File: config.mk
export PLATFORM = sky130hd
export DESIGN_NAME = fifo_byte_packer
export DESIGN_NICKNAME = d
export VERILOG_FILES = /design/src/rtl/fifo_packer_pkg.sv /design/src/rtl/packer_idle_timer.sv /design/src/rtl/fifo_byte_packer.sv
export SDC_FILE = /design/constraint.sdc
export NUM_CORES = 1
export LEC_CHECK = 0
export CAP_MARGIN = 0
export CORE_MARGIN = 3
export CORE_UTILIZATION = 53
export CTS_BUF_LIST = sky130_fd_sc_hd__clkbuf_8
export DETAILED_ROUTE_END_ITERATION = 12
export PLACE_DENSITY = 0.87
export SLEW_MARGIN = 10
export SYNTH_ARGS = -nofsm -noshare
export SYNTH_HDL_FRONTEND = slang
export SYNTH_HIERARCHICAL = 1
export SYNTH_SLANG_ARGS = --single-unit
File: constraint.sdc
create_clock -name SYSCLK -period 3.3 [get_ports SYSCLK]
set_input_delay 0.66 -clock SYSCLK [delete_from_list [all_inputs] [get_ports SYSCLK]]
set_output_delay 0.66 -clock SYSCLK [all_outputs]
set_load 0.01 [all_outputs]
File: src/rtl/fifo_packer_pkg.sv
// Shared types and sizes for the FIFO byte packer and its idle timer.
package fifo_packer_pkg;

  typedef enum logic {
    FILL = 1'b0,
    HOLD = 1'b1
  } pk_state_e;

  localparam int unsigned PK_BYTES  = 4;
  localparam int unsigned PK_LANE_W = 8;
  localparam int unsigned PK_WORD_W = PK_BYTES * PK_LANE_W;
  localparam int unsigned PK_CNT_W  = 3;

endpackage

File: src/rtl/packer_idle_timer.sv
// Idle-cycle counter for partial-word flush; emits a one-cycle expiry pulse
// after LIMIT consecutive enabled cycles. Used only under PACKER_TIMEOUT_EN.
module packer_idle_timer #(
  parameter int unsigned LIMIT = 16
) (
  input  logic clk,
  input  logic rst_n,
  input  logic clear_i,
  input  logic count_en_i,
  output logic expire_o
);

  localparam logic [7:0] LAST = 8'(LIMIT - 1);

  logic [7:0] count_q, count_d;
  logic       hit;

  assign hit      = count_en_i & ~clear_i & (count_q == LAST);
  assign expire_o = hit;

  // NOTE: every combinational output gets a default first so no latch is inferred.
  always_comb begin
    count_d = count_q;
    if (clear_i || hit) count_d = '0;
    else if (count_en_i) count_d = count_q + 8'd1;
  end

  always_ff @(posedge clk) begin
    if (!rst_n) count_q <= '0;
    else        count_q <= count_d;
  end

endmodule

File: src/rtl/fifo_byte_packer.sv
// Drains the byte FIFO and packs four bytes into a little-endian 32-bit word
// on a valid/ready port. Optional partial-word flush under PACKER_TIMEOUT_EN.
module fifo_byte_packer
  import fifo_packer_pkg::*;
#(
  parameter int unsigned TIMEOUT_CYCLES = 16
) (
  input  logic                 SYSCLK,
  input  logic                 RST_B,
  input  logic [PK_LANE_W-1:0] FIFO_DATA,
  input  logic                 FIFO_EMPTY,
  input  logic                 FIFO_FULL,
  input  logic                 FIFO_WR_EN,
  output logic                 FIFO_RD_EN,
  output logic [PK_WORD_W-1:0] WORD_OUT,
  output logic [2:0]           WORD_BYTES,
  output logic                 WORD_VALID,
  input  logic                 WORD_READY
);

  pk_state_e            state_q;
  logic [PK_CNT_W-1:0]  cnt_q, cnt_d;
  logic                 pend_q;
  logic [PK_WORD_W-1:0] word_q;
  logic [2:0]           bytes_q;
  logic                 valid_q;
  logic                 accept;
  logic                 timeout_hit;

  // In-flight read counts against capacity so the FIFO is never over-drained.
  assign FIFO_RD_EN = (state_q == FILL) & RST_B & ~FIFO_EMPTY &
                      ((cnt_q + {2'b00, pend_q}) < 3'(PK_BYTES));
  // The FIFO services a write instead of a read when both are requested.
  assign accept     = FIFO_RD_EN & ~FIFO_EMPTY & ~(FIFO_WR_EN & ~FIFO_FULL);
  assign cnt_d      = cnt_q + 3'd1;

  assign WORD_OUT   = word_q;
  assign WORD_BYTES = bytes_q;
  assign WORD_VALID = valid_q;

`ifdef PACKER_TIMEOUT_EN
  logic idle_en, idle_clr;

  assign idle_en  = (state_q == FILL) & (cnt_q != '0) & ~pend_q & ~accept;
  assign idle_clr = accept | (state_q != FILL) | (cnt_q == '0);

  packer_idle_timer #(
    .LIMIT(TIMEOUT_CYCLES)
  ) u_idle_timer (
    .clk       (SYSCLK),
    .rst_n     (RST_B),
    .clear_i   (idle_clr),
    .count_en_i(idle_en),
    .expire_o  (timeout_hit)
  );
`else
  logic unused_timeout;

  assign timeout_hit    = 1'b0;
  assign unused_timeout = (TIMEOUT_CYCLES != 0);
`endif

  // NOTE: sequential state uses non-blocking assignments only, so every
  // register samples the pre-edge values of its peers.
  always_ff @(posedge SYSCLK) begin
    if (!RST_B) begin
      // NOTE: the lane register is a datapath store but is reset here because
      // a discarded partial word must never leak into the next one.
      state_q <= FILL;
      cnt_q   <= '0;
      pend_q  <= 1'b0;
      word_q  <= '0;
      bytes_q <= '0;
      valid_q <= 1'b0;
    end else begin
      pend_q <= accept;
      case (state_q)
        FILL: begin
          if (pend_q) begin
            word_q[{cnt_q[1:0], 3'b000} +: PK_LANE_W] <= FIFO_DATA;
            cnt_q <= cnt_d;
            if (cnt_d == 3'(PK_BYTES)) begin
              state_q <= HOLD;
              valid_q <= 1'b1;
              bytes_q <= cnt_d;
            end
          end else if (timeout_hit) begin
            state_q <= HOLD;
            valid_q <= 1'b1;
            bytes_q <= cnt_q;
          end
        end
        HOLD: begin
          if (WORD_READY) begin
            state_q <= FILL;
            cnt_q   <= '0;
            word_q  <= '0;
            bytes_q <= '0;
            valid_q <= 1'b0;
          end
        end
      endcase
    end
  end

endmodule

; ---- Word level (Yosys, flattened, before mapping)
; Cells that the tools add are included.
[op_classes]
reduce_logical = 2
eq_ne = 4
add_sub_neg = 3
multipliers = 0
shifts = 2
order_cmp = 1
div_mod_pow = 0
bitwise_logic = 10
muxes = 18
[ops]
columns = operator, count
row1 = two-way mux 32 bit, 2
row2 = one-hot mux 32 bit (2 select lines), 1
row3 = bitwise mux 32 bit, 1
row4 = variable shift 8 x 7 -> 32 bit (first input constant), 1
row5 = variable part select 8 x 7 -> 32 bit, 1
row6 = two-way mux 3 bit, 4
row7 = one-hot mux 3 bit (2 select lines), 2
row8 = negator 5 -> 7 bit, 1
row9 = bitwise AND 1 bit, 6
row10 = two-way mux 1 bit, 6
row11 = inequality test 2 bit (second input constant), 2
row12 = NOT 1 bit, 4
row13 = one-hot mux 1 bit (2 select lines), 2
row14 = adder 3 x 1 -> 3 bit, 1
row15 = adder 3 x 1 -> 3 bit (second input constant), 1
row16 = == test 3 bit (second input constant), 1
row17 = less-than comparator 3 bit (second input constant), 1
row18 = AND reduction 3 bit, 1
row19 = inequality test 2 x 1 -> 1 bit (second input constant), 1
row20 = AND reduction 2 bit, 1
[totals]
output_inout_bits = 37
mem_count = 0
latch_bits = 0
ff_bits = 41
romBits = 0
wordCells = 46
mem_bits_rw = 0

; ---- Logic depth before layout (Yosys ltp)
[depth]
ltp_word = 6
ltp_mapped = 6

; ---- Worst setup path after synthesis
; No wires, ideal clock.
[synth_path]
path_kind = reg-to-output
from = register cnt_q[0]
to = output port FIFO_RD_EN
slack_ns = 1.558
path_buffers = 0
t_required_ns = 2.640
stages_incl_launch_ff = 4
arrival_time_ns = 1.082
path_cell_list = dfxtp_1 -> nand3_1 -> xnor2_1 -> nor3_1
[synth_via]
elab_chain_len = 3
[synth_lines]
columns = item, line_no
row1 = "start, declared", fifo_byte_packer.sv:22  ; logic [PK_CNT_W-1:0] cnt_q, cnt_d;
row2 = "start signal, assigned", fifo_byte_packer.sv:81  ; cnt_q <= cnt_d;
row3 = adder 3 x 1 -> 3 bit, fifo_byte_packer.sv:32  ; ((cnt_q + {2'b00, pend_q}) < 3'(PK_BYTES));
row4 = less-than comparator 3 bit, fifo_byte_packer.sv:32
row5 = bitwise AND 1 bit, fifo_byte_packer.sv:31  ; assign FIFO_RD_EN = (state_q == FILL) & RST_B & ~FIFO_EMPTY &
row6 = "end, declared", fifo_byte_packer.sv:14  ; output logic FIFO_RD_EN,
; No other way between the ends.

; ---- Final worst setup path
; Same ends and word-level chain as after synthesis.

==> results_dict.tcl <==
set metrics [dict create \
    critPathLaunchType "flop" \
    cts.repair.resized 0 \
    vias 1560 \
    finClkSkew_ns 0.00390 \
    clk_path_buf_depth 2 \
    numCtsBuffers 5 \
    gp_congestion 0.863 \
    syn_area_sq_mm 0.00180 \
    wl_met1_um 1920 \
    die_y_um 64.3 \
    synth-seq-cells 41 \
    synth_seq_area_share 0.455 \
    synth_cell_type_count 34 \
    max_freq_mhz 392 \
    grt_start_max_net_pins 60 \
    n_antenna_cell 0 \
    reg2reg_depth 5 \
    grt_pass1_wl_um 7650 \
    post_dp_cell_area_sq_mm 0.00230 \
    io_buffers 50 \
    post_cts_buffers 0 \
    max_cap_viol_count 0 \
    hold_violations 0 \
    drc_errors 0 \
    track_usage 0.235 \
    power_mw 1.07 \
    pwr_density_cell_mw_per_mm2 439 \
    fin_crit_sh 0.773 \
    core-area_sq_mm 0.00315 \
    synthFlopType "dfxtp_1" \
    rsz0062_at_grt "no" \
    worstSetupPathType "flop to output port" \
    antenna_found_initial 0 \
    grt_pass1_vias 1581 \
    synthArstFlopShare 0 \
    clock_latency_ns 0.29 \
    fin_setup_tns_ns 0 \
    drive_gt1_frac 0.0606 \
    path_max_fanout 9 \
    drt_iter0_drc 137 \
    row_count 20 \
    synthCells 187 \
    start_util 0.572 \
    drv_slew 0 \
    syn2layout_area_growth_pct 34.8 \
    cts_max_level 2 \
    final_area_sq_mm 0.00243 \
    first_pass_iters 4 \
    wl_um 4440 \
    holdPathStages 2 \
    routed-wl-met2_um 2240 \
    clockRootBuffer "clkbuf_8" \
    io_pins 51 \
    end_kind "output port" \
    place_ws_ns 0.747 \
    die_w_um 64.3 \
    synthesis.nets 207 \
    layout.nets 250 \
    topRoutingLayerUsed "met4" \
    fin_util 0.771 \
    synth-edff-count 0 \
    syn_avg_cell_area_sq_um 9.65 \
    worstPathRequired_ns 2.64 \
    ys_warn_count 6 \
    worstMarginPinSlew_ns 0.545 \
    peakVddDrop_v 0.000254 \
    leakage_nw 0.875 \
    status "complete, no violations" \
    period_minus_slack_ns 2.55 \
    dpl.hpwl_um 3180 \
    finalSetupViolCount 0 \
    worst_slack_ns 0.748 \
    clkTransAtPathRegs_ns 0.08 \
    ant_nets 0 \
    cts_tree "done" \
    cp_data_arrival_time_ns 1.89 \
    wl_per_cell_um 16.1 \
    slew_headroom 0.637 \
    postCtsHoldBufs 0 \
    grt-ovfl-total 0 \
    viasPerCell 5.67 \
    fp.dieArea_sq_mm 0.00414 \
    routed-wl-met3_um 238 \
    clock_sinks 41 \
    hold_path_class "flop to flop" \
]
## sequential cells by signal, summed over array words and instances, names as in the netlist
signal / flops
WORD_BYTES: 3
WORD_OUT: 32
WORD_VALID: 1
cnt_q: 3
pend_q: 1
state_q: 1
## worst max-delay path, cell delays in order, from the launching register on
cell,delay [ns]
dfxtp_1,0.57
nand3_1,0.15
xnor2_1,0.17
nor3_1,0.17
clkdlybuf4s50_1,0.56
## cells in the mapped netlist, types with 3 or more instances
cell type / n / area [sq um]
nand2_1: 20 / 75.1
nand4_1: 24 / 150
a22o_1: 10 / 87.6
dfxtp_1: 41 / 821
mux2i_1: 19 / 190
nand3_1: 12 / 60.1
nor2_1: 4 / 15.0
o21ai_1: 8 / 40.0
and3_1: 3 / 18.8
buf_2: 6 / 30.0
ha_1: 6 / 75.1
clkbuf_1: 7 / 26.3
## cell usage in the layout, fill, tap and decap left out, drive strengths merged
| cell type | synthesis | final |
|---|---|---|
| mux2i | 19 | 19 |
| nor4b | 1 | 1 |
| nor3 | 2 | 2 |
| nand2 | 20 | 20 |
| clkinv | 0 | 1 |
| nand2b | 2 | 2 |
| clkdlybuf4s50 | 0 | 49 |
| a21boi | 2 | 2 |
| nand3b | 2 | 2 |
| a22oi | 1 | 1 |
| inv | 3 | 3 |
| bufinv | 0 | 2 |
| and2b | 1 | 1 |
| nand3 | 12 | 12 |
| nor2b | 1 | 1 |
| xor2 | 1 | 1 |
| o21a | 1 | 1 |
| buf | 8 | 2 |
| a2111oi | 1 | 1 |
| nor2 | 4 | 4 |
| nand4 | 24 | 24 |
| nor4 | 1 | 1 |
| a22o | 10 | 10 |
| nor3b | 1 | 1 |
| and3b | 1 | 1 |
| ha | 6 | 6 |
| and2 | 2 | 2 |
| o21ai | 8 | 8 |
| o211a | 1 | 1 |
| clkbuf | 7 | 5 |
| xnor2 | 1 | 1 |
| dfxtp | 41 | 41 |
| and3 | 3 | 3 |
## report_power, final
part	leakage (nW)	internal (mW)	total (mW)	switching [mW]
combinational	0.476	0.0406	0.0923	0.0517
sequential	0.331	0.500	0.507	0.00651
clock	0.0681	0.300	0.470	0.170
total	0.875	0.841	1.07	0.228
## cell families after synthesis
group           share of synthesized area
buf+inv                            0.0416
flops                               0.455
simple gates                        0.249
mux                                 0.105
xor+xnor                          0.00971
compound gates                     0.0978
fa+ha+maj                          0.0416
## metrics by stage
stage | instances | hold slack (ns)
after floorplan | 187 | 0.479
after global placement | 267 | 0.443
after detailed placement | 267 | 0.457
after CTS | 275 | 0.468
after global routing | 275 | 0.482
final | 275 | 0.465
## layout make-up
type / count / area, sq um
multi-input cells: 128 / 908
clock inverters: 3 / 65.1
flip-flops and latches: 41 / 821
clock buffers: 5 / 68.8
inverters: 3 / 11.3
well taps: 44 / 55.1
repair buffers: 51 / 503
fillers: 234 / 721
## final timing paths
| kind | start | to | slack [ns] |
|---|---|---|---|
| max | cnt_q[0] | FIFO_RD_EN | 0.75 |
| min | WORD_OUT[3] | WORD_OUT[3] | 0.46 |
| max reg2reg | cnt_q[0] | WORD_OUT[15] | 1.22 |
| min reg2reg | WORD_OUT[3] | WORD_OUT[3] | 0.46 |
## metal layers
metal	global-route usage	vias to the layer above
met5	0	-
met4	0.0844	0
met3	0.0457	7
met2	0.380	47
met1	0.312	734
li1	-	772
(Power assumes the default switching activity.)
